===== src/rtl/gray_pkg.sv =====
// Shared definitions for the Gray-to-binary converter.
// Holds the default code-word width and a population-count helper used by
// the optional adjacency checker (enabled by the GRAY_STEP_CHECK_EN macro).
package gray_pkg;

  localparam int GRAY_W_DEFAULT = 4;

  // Number of set bits in a 32-bit word; callers zero-extend narrower words.
  function automatic int unsigned popcount(input logic [31:0] v);
    int unsigned cnt;
    cnt = 0;
    for (int i = 0; i < 32; i++) begin
      cnt += {31'd0, v[i]};
    end
    return cnt;
  endfunction

endpackage


===== src/rtl/gray_to_binary_behavioral_spec_gray2bin_comb.sv =====
// Combinational reflected-binary Gray to natural binary conversion.
// Each binary bit is the XOR of all Gray bits at or above its position.
// Ports:
//   gray   - WIDTH-bit Gray code word
//   binary - WIDTH-bit natural binary value (purely combinational)
module gray2bin_comb #(
  parameter int WIDTH = 4
) (
  input  logic [WIDTH-1:0] gray,
  output logic [WIDTH-1:0] binary
);

  // Running prefix XOR from the MSB downward; kept in a local variable so
  // the block never reads back its own output.
  always_comb begin
    logic acc;
    acc    = 1'b0;
    binary = '0;
    for (int i = WIDTH - 1; i >= 0; i--) begin
      acc       = acc ^ gray[i];
      binary[i] = acc;
    end
  end

endmodule


===== src/rtl/gray_to_binary_behavioral_spec.sv =====
// Registered Gray-to-binary converter with one cycle of latency.
// Optional feature: define GRAY_STEP_CHECK_EN to add the step_err output,
// which flags a valid word differing from the previous valid word in two
// or more bit positions.
// Ports:
//   clk       - clock, all state on rising edge
//   rst       - synchronous active-high reset
//   in_valid  - gray is valid this cycle
//   gray      - WIDTH-bit Gray code input
//   out_valid - binary holds a fresh result this cycle
//   binary    - registered binary result, held while no new word arrives
//   step_err  - (GRAY_STEP_CHECK_EN only) adjacency violation, aligned with out_valid
module gray_to_binary_behavioral_spec
  import gray_pkg::*;
#(
  parameter int WIDTH = GRAY_W_DEFAULT
) (
  input  logic             clk,
  input  logic             rst,
  input  logic             in_valid,
  input  logic [WIDTH-1:0] gray,
`ifdef GRAY_STEP_CHECK_EN
  output logic             step_err,
`endif
  output logic             out_valid,
  output logic [WIDTH-1:0] binary
);

  logic [WIDTH-1:0] bin_p0;
  logic [WIDTH-1:0] binary_p1;
  logic             vld_p1;

  gray2bin_comb #(.WIDTH(WIDTH)) u_conv (
    .gray   (gray),
    .binary (bin_p0)
  );

  // Stage p0 -> p1: capture converted word and its valid.
  // Reset wins over in_valid, so a word presented during reset is dropped.
  always_ff @(posedge clk) begin
    if (rst) begin
      binary_p1 <= '0;
      vld_p1    <= 1'b0;
    end else begin
      vld_p1 <= in_valid;
      if (in_valid) begin
        binary_p1 <= bin_p0;
      end
    end
  end

  assign binary    = binary_p1;
  assign out_valid = vld_p1;

`ifdef GRAY_STEP_CHECK_EN
  logic [WIDTH-1:0] prev_p1;
  logic             hist_vld_p1;
  logic             step_err_p1;
  logic [31:0]      diff_p0;
  logic             far_p0;

  always_comb begin
    diff_p0              = '0;
    diff_p0[WIDTH-1:0]   = gray ^ prev_p1;
    far_p0               = (popcount(diff_p0) >= 32'd2);
  end

  // Stage p0 -> p1: history register and flag. Clearing hist_vld_p1 on
  // reset is enough to keep the first post-reset word from being flagged.
  always_ff @(posedge clk) begin
    if (rst) begin
      hist_vld_p1 <= 1'b0;
      step_err_p1 <= 1'b0;
    end else begin
      step_err_p1 <= in_valid && hist_vld_p1 && far_p0;
      if (in_valid) begin
        hist_vld_p1 <= 1'b1;
      end
    end
  end

  always_ff @(posedge clk) begin
    if (in_valid) begin
      prev_p1 <= gray;
    end
  end

  assign step_err = step_err_p1;
`endif

endmodule


===== config.mk =====
export PLATFORM = sky130hd
export DESIGN_NAME = gray_to_binary_behavioral_spec
export DESIGN_NICKNAME = d
export VERILOG_FILES = /design/src/rtl/gray_pkg.sv /design/src/rtl/gray_to_binary_behavioral_spec_gray2bin_comb.sv /design/src/rtl/gray_to_binary_behavioral_spec.sv
export SDC_FILE = /design/constraint.sdc
export NUM_CORES = 1
export LEC_CHECK = 0
export ABC_AREA = 1
export CORE_AREA = 10 10 47 49
export CTS_CLUSTER_SIZE = 30
export DETAILED_ROUTE_END_ITERATION = 8
export DIE_AREA = 0 0 57 59
export PLACE_DENSITY = 0.59
export SKIP_LAST_GASP = 1
export SYNTH_ARGS = -nofsm -noshare
export SYNTH_HDL_FRONTEND = slang
export SYNTH_HIERARCHICAL = 1
export SYNTH_SLANG_ARGS = --single-unit

===== constraint.sdc =====
create_clock -name clk -period 0.8 [get_ports clk]
set_input_delay 0.16 -clock clk [delete_from_list [all_inputs] [get_ports clk]]
set_output_delay 0.16 -clock clk [all_outputs]
set_load 0.01 [all_outputs]

==> results.md <==
- Final Instance Area: 455.4 um2
- CP endpoint kind: output port
- Ports: 12
- Final core utilization: between 30% and 40%
- Layout cells sized above 1: 40.98%
- Clock tree from TritonCTS: built
- GP Congestion: 0.6824
- Area Overhead vs Synth: 51.04%
- P_leak: 0.2529 nW
- Worst Path Buf+Inv: 1
- Clock transition at the registers of the reported paths: approximately 50 ps
- PwrDens: 1619 mW/mm2
- Pre-antenna DRT Iters: 2
- Final Power: 0.7373 mW
- Worst setup SP type: flip-flop
- Post-DP HPWL: 511.4 um
- Synthesized area: 301.5 um2
- Setup CP Type: reg -> out
- CP arrival: 670 ps
- Final WL: 638 um
- Fillers: around 170
- Core Area: 0.001401 mm2
- CP max FO: 2
- Slowest-stage cell, CP: dfxtp_2
- CTS root buffer: clkbuf_4
- Final ANT Viol Nets: 0
- Die extent in y: 59 um
- Syn Nets: 54
- Synth top area cells: dfxtp_1, nand2_1, inv_1, nand3_2, nor2_1
- Port Buffers: 11
- Pin count of the biggest net entering global routing: 10
- Distinct cells, synth: 10
- Yosys top cell area share: 33.20%
- Worst setup margin: -28.96 ps
- HP Class: in -> reg
- Max Clk Rate: 1.206 GHz
- Outcome: finished, violations left
- TritonCTS buffer count: 3
- Dpl cell area: 420.4 um2
- Tmin final: between 800 and 900 ps
- Bufs on Longest Clock Path: 2
- Grt ovf: 0
- Initial antenna violation count: 0
- Final period utilization: 103.6%
- Clk_lat worst skew: 240 ps
- CP cell instances: buf_6
- Slew Limit Fails: 0
- Max Clock Skew: 0 ps
- RSZ-0062 raised after global routing: true
- DRC violations left: 0
- Yosys top cell by area: dfxtp_1
- N_diodes: 0
- Syn Area/Cell: 6.416 um2
- Synth Register Bits: 5
- Final net count: 69
- Syn Inst Count: 47
- WP data required: 640 ps
- GRT Util Overall: 4.398%
- Yosys warns: 6
- Initial core utilization: 21.52%
- FP Rows: 14
- Max-Cap Viols: 0
- Slew margin rel.: 91.04%
- Slowest cell delay on critical path: between 300 and 400 ps
- First-pass GRT wire length: 1179 um
- Final count of hold timing violations: 0
- Failing checks: negative setup slack
- Die ar.: 0.003363 mm2
- Vias per inst: 3.974
- Htree depth: 1
- VDD IR-drop max: 0.001004 V
- DR vias: 306
- # setup viols final: 5
- Avg WL per Cell: 8.286 um
- Post-CTS setup buffers: 0
- Top delay family on crit path: flip-flops
- Number of global-route vias before repair: 287
- CTS Sinks: 5
- Drt initial violations: 4
- Sequential area share after synthesis: approximately 33%
- Chip width: 57 um
- Worst Max-Slew Pin Slew: ~130 ps
==> cell families (layout without fill, tap and decap cells) <==
kind of cell / Yosys count / after routing / share of synthesized area, %
and+or+nand+nor: 30 / 30 / 48.13
DFF: 5 / 5 / 33.20
buffers and inverters: 12 / 26 / 18.67
==> report_power, final <==
part	switching [mW]	total [mW]	internal [mW]	leakage, nW
combinational	0.0839	0.170	0.0859	0.195
clock	0.0983	0.287	0.188	0.0150
sequential	0.00984	0.281	0.271	0.0427
==> per-layer routing <==
metal	global-route usage [%]	vias up	part of all wire (%)
met5	0	-	0
met4	2.013	0	0
met3	3.219	0	7.8
met2	7.132	9	55
met1	4.132	134	37
li1	-	163	-
==> Yosys cell counts <==
cell and count:
nand3_1 3, buf_6 1, nor2_2 1, inv_1 10, dfxtp_1 5, nor2_1 8
nand3_2 3, nand2_1 12, nand2_2 3, buf_4 1
==> sequential cells by signal, summed over array words and instances, names as in the netlist <==
| signal | cells |
|---|---|
| binary | 4 |
| out_valid | 1 |
==> stage by stage <==
stage	instances	setup WS, ps	hold slack (ps)	setup TNS [ps]
2_1_floorplan	47	60.41	231.3	0
3_3_place_gp	73	-549.5	461.7	-2828
3_5_place_dp	73	-558.7	462.8	-2856
4_1_cts	77	-39.90	360.9	-164.6
5_1_grt	77	-61.01	312.4	-353.0
6_report	77	-28.96	269.5	-109.9
==> path summary, 6_finish.rpt <==
path | cells past startpoint | endpoint | slack (ps) | from
setup / recovery | 1 | binary[0] | -30 | binary[0]
setup reg to reg | 2 | binary[1] | 200 | binary[1]
hold reg to reg | 2 | binary[3] | 470 | binary[3]
hold / removal | 5 | binary[3] | 270 | gray[3]
==> layout make-up <==
type	instances	area [um2]	area share [%]
Sequential cell	5	105.1	23.08
Inverter	10	37.54	8.242
Timing Repair Buffer	12	113.9	25.00
Clock buffer	4	26.28	5.769
Multi-Input combinational cell	30	152.6	33.52
Tap cell	16	20.02	4.396
==> cell usage in the layout (no fill, tap or decap), types with 2 or more instances in the layout <==
cell / count
buf_2: 2
buf_6: 5
clkbuf_4: 3
clkdlybuf4s50_1: 2
dfxtp_2: 4
dlygate4sd2_1: 2
inv_1: 9
nand2_1: 9
nand2_2: 6
nand3_1: 3
nand3_2: 3
nor2_1: 8
==> timing repair <==
action,4_1_cts,5_1_grt
hold buffers,0,0
gates resized for setup,36,5
endpoints found under the setup margin,8,9
Power figures use the tool's default switching activity.
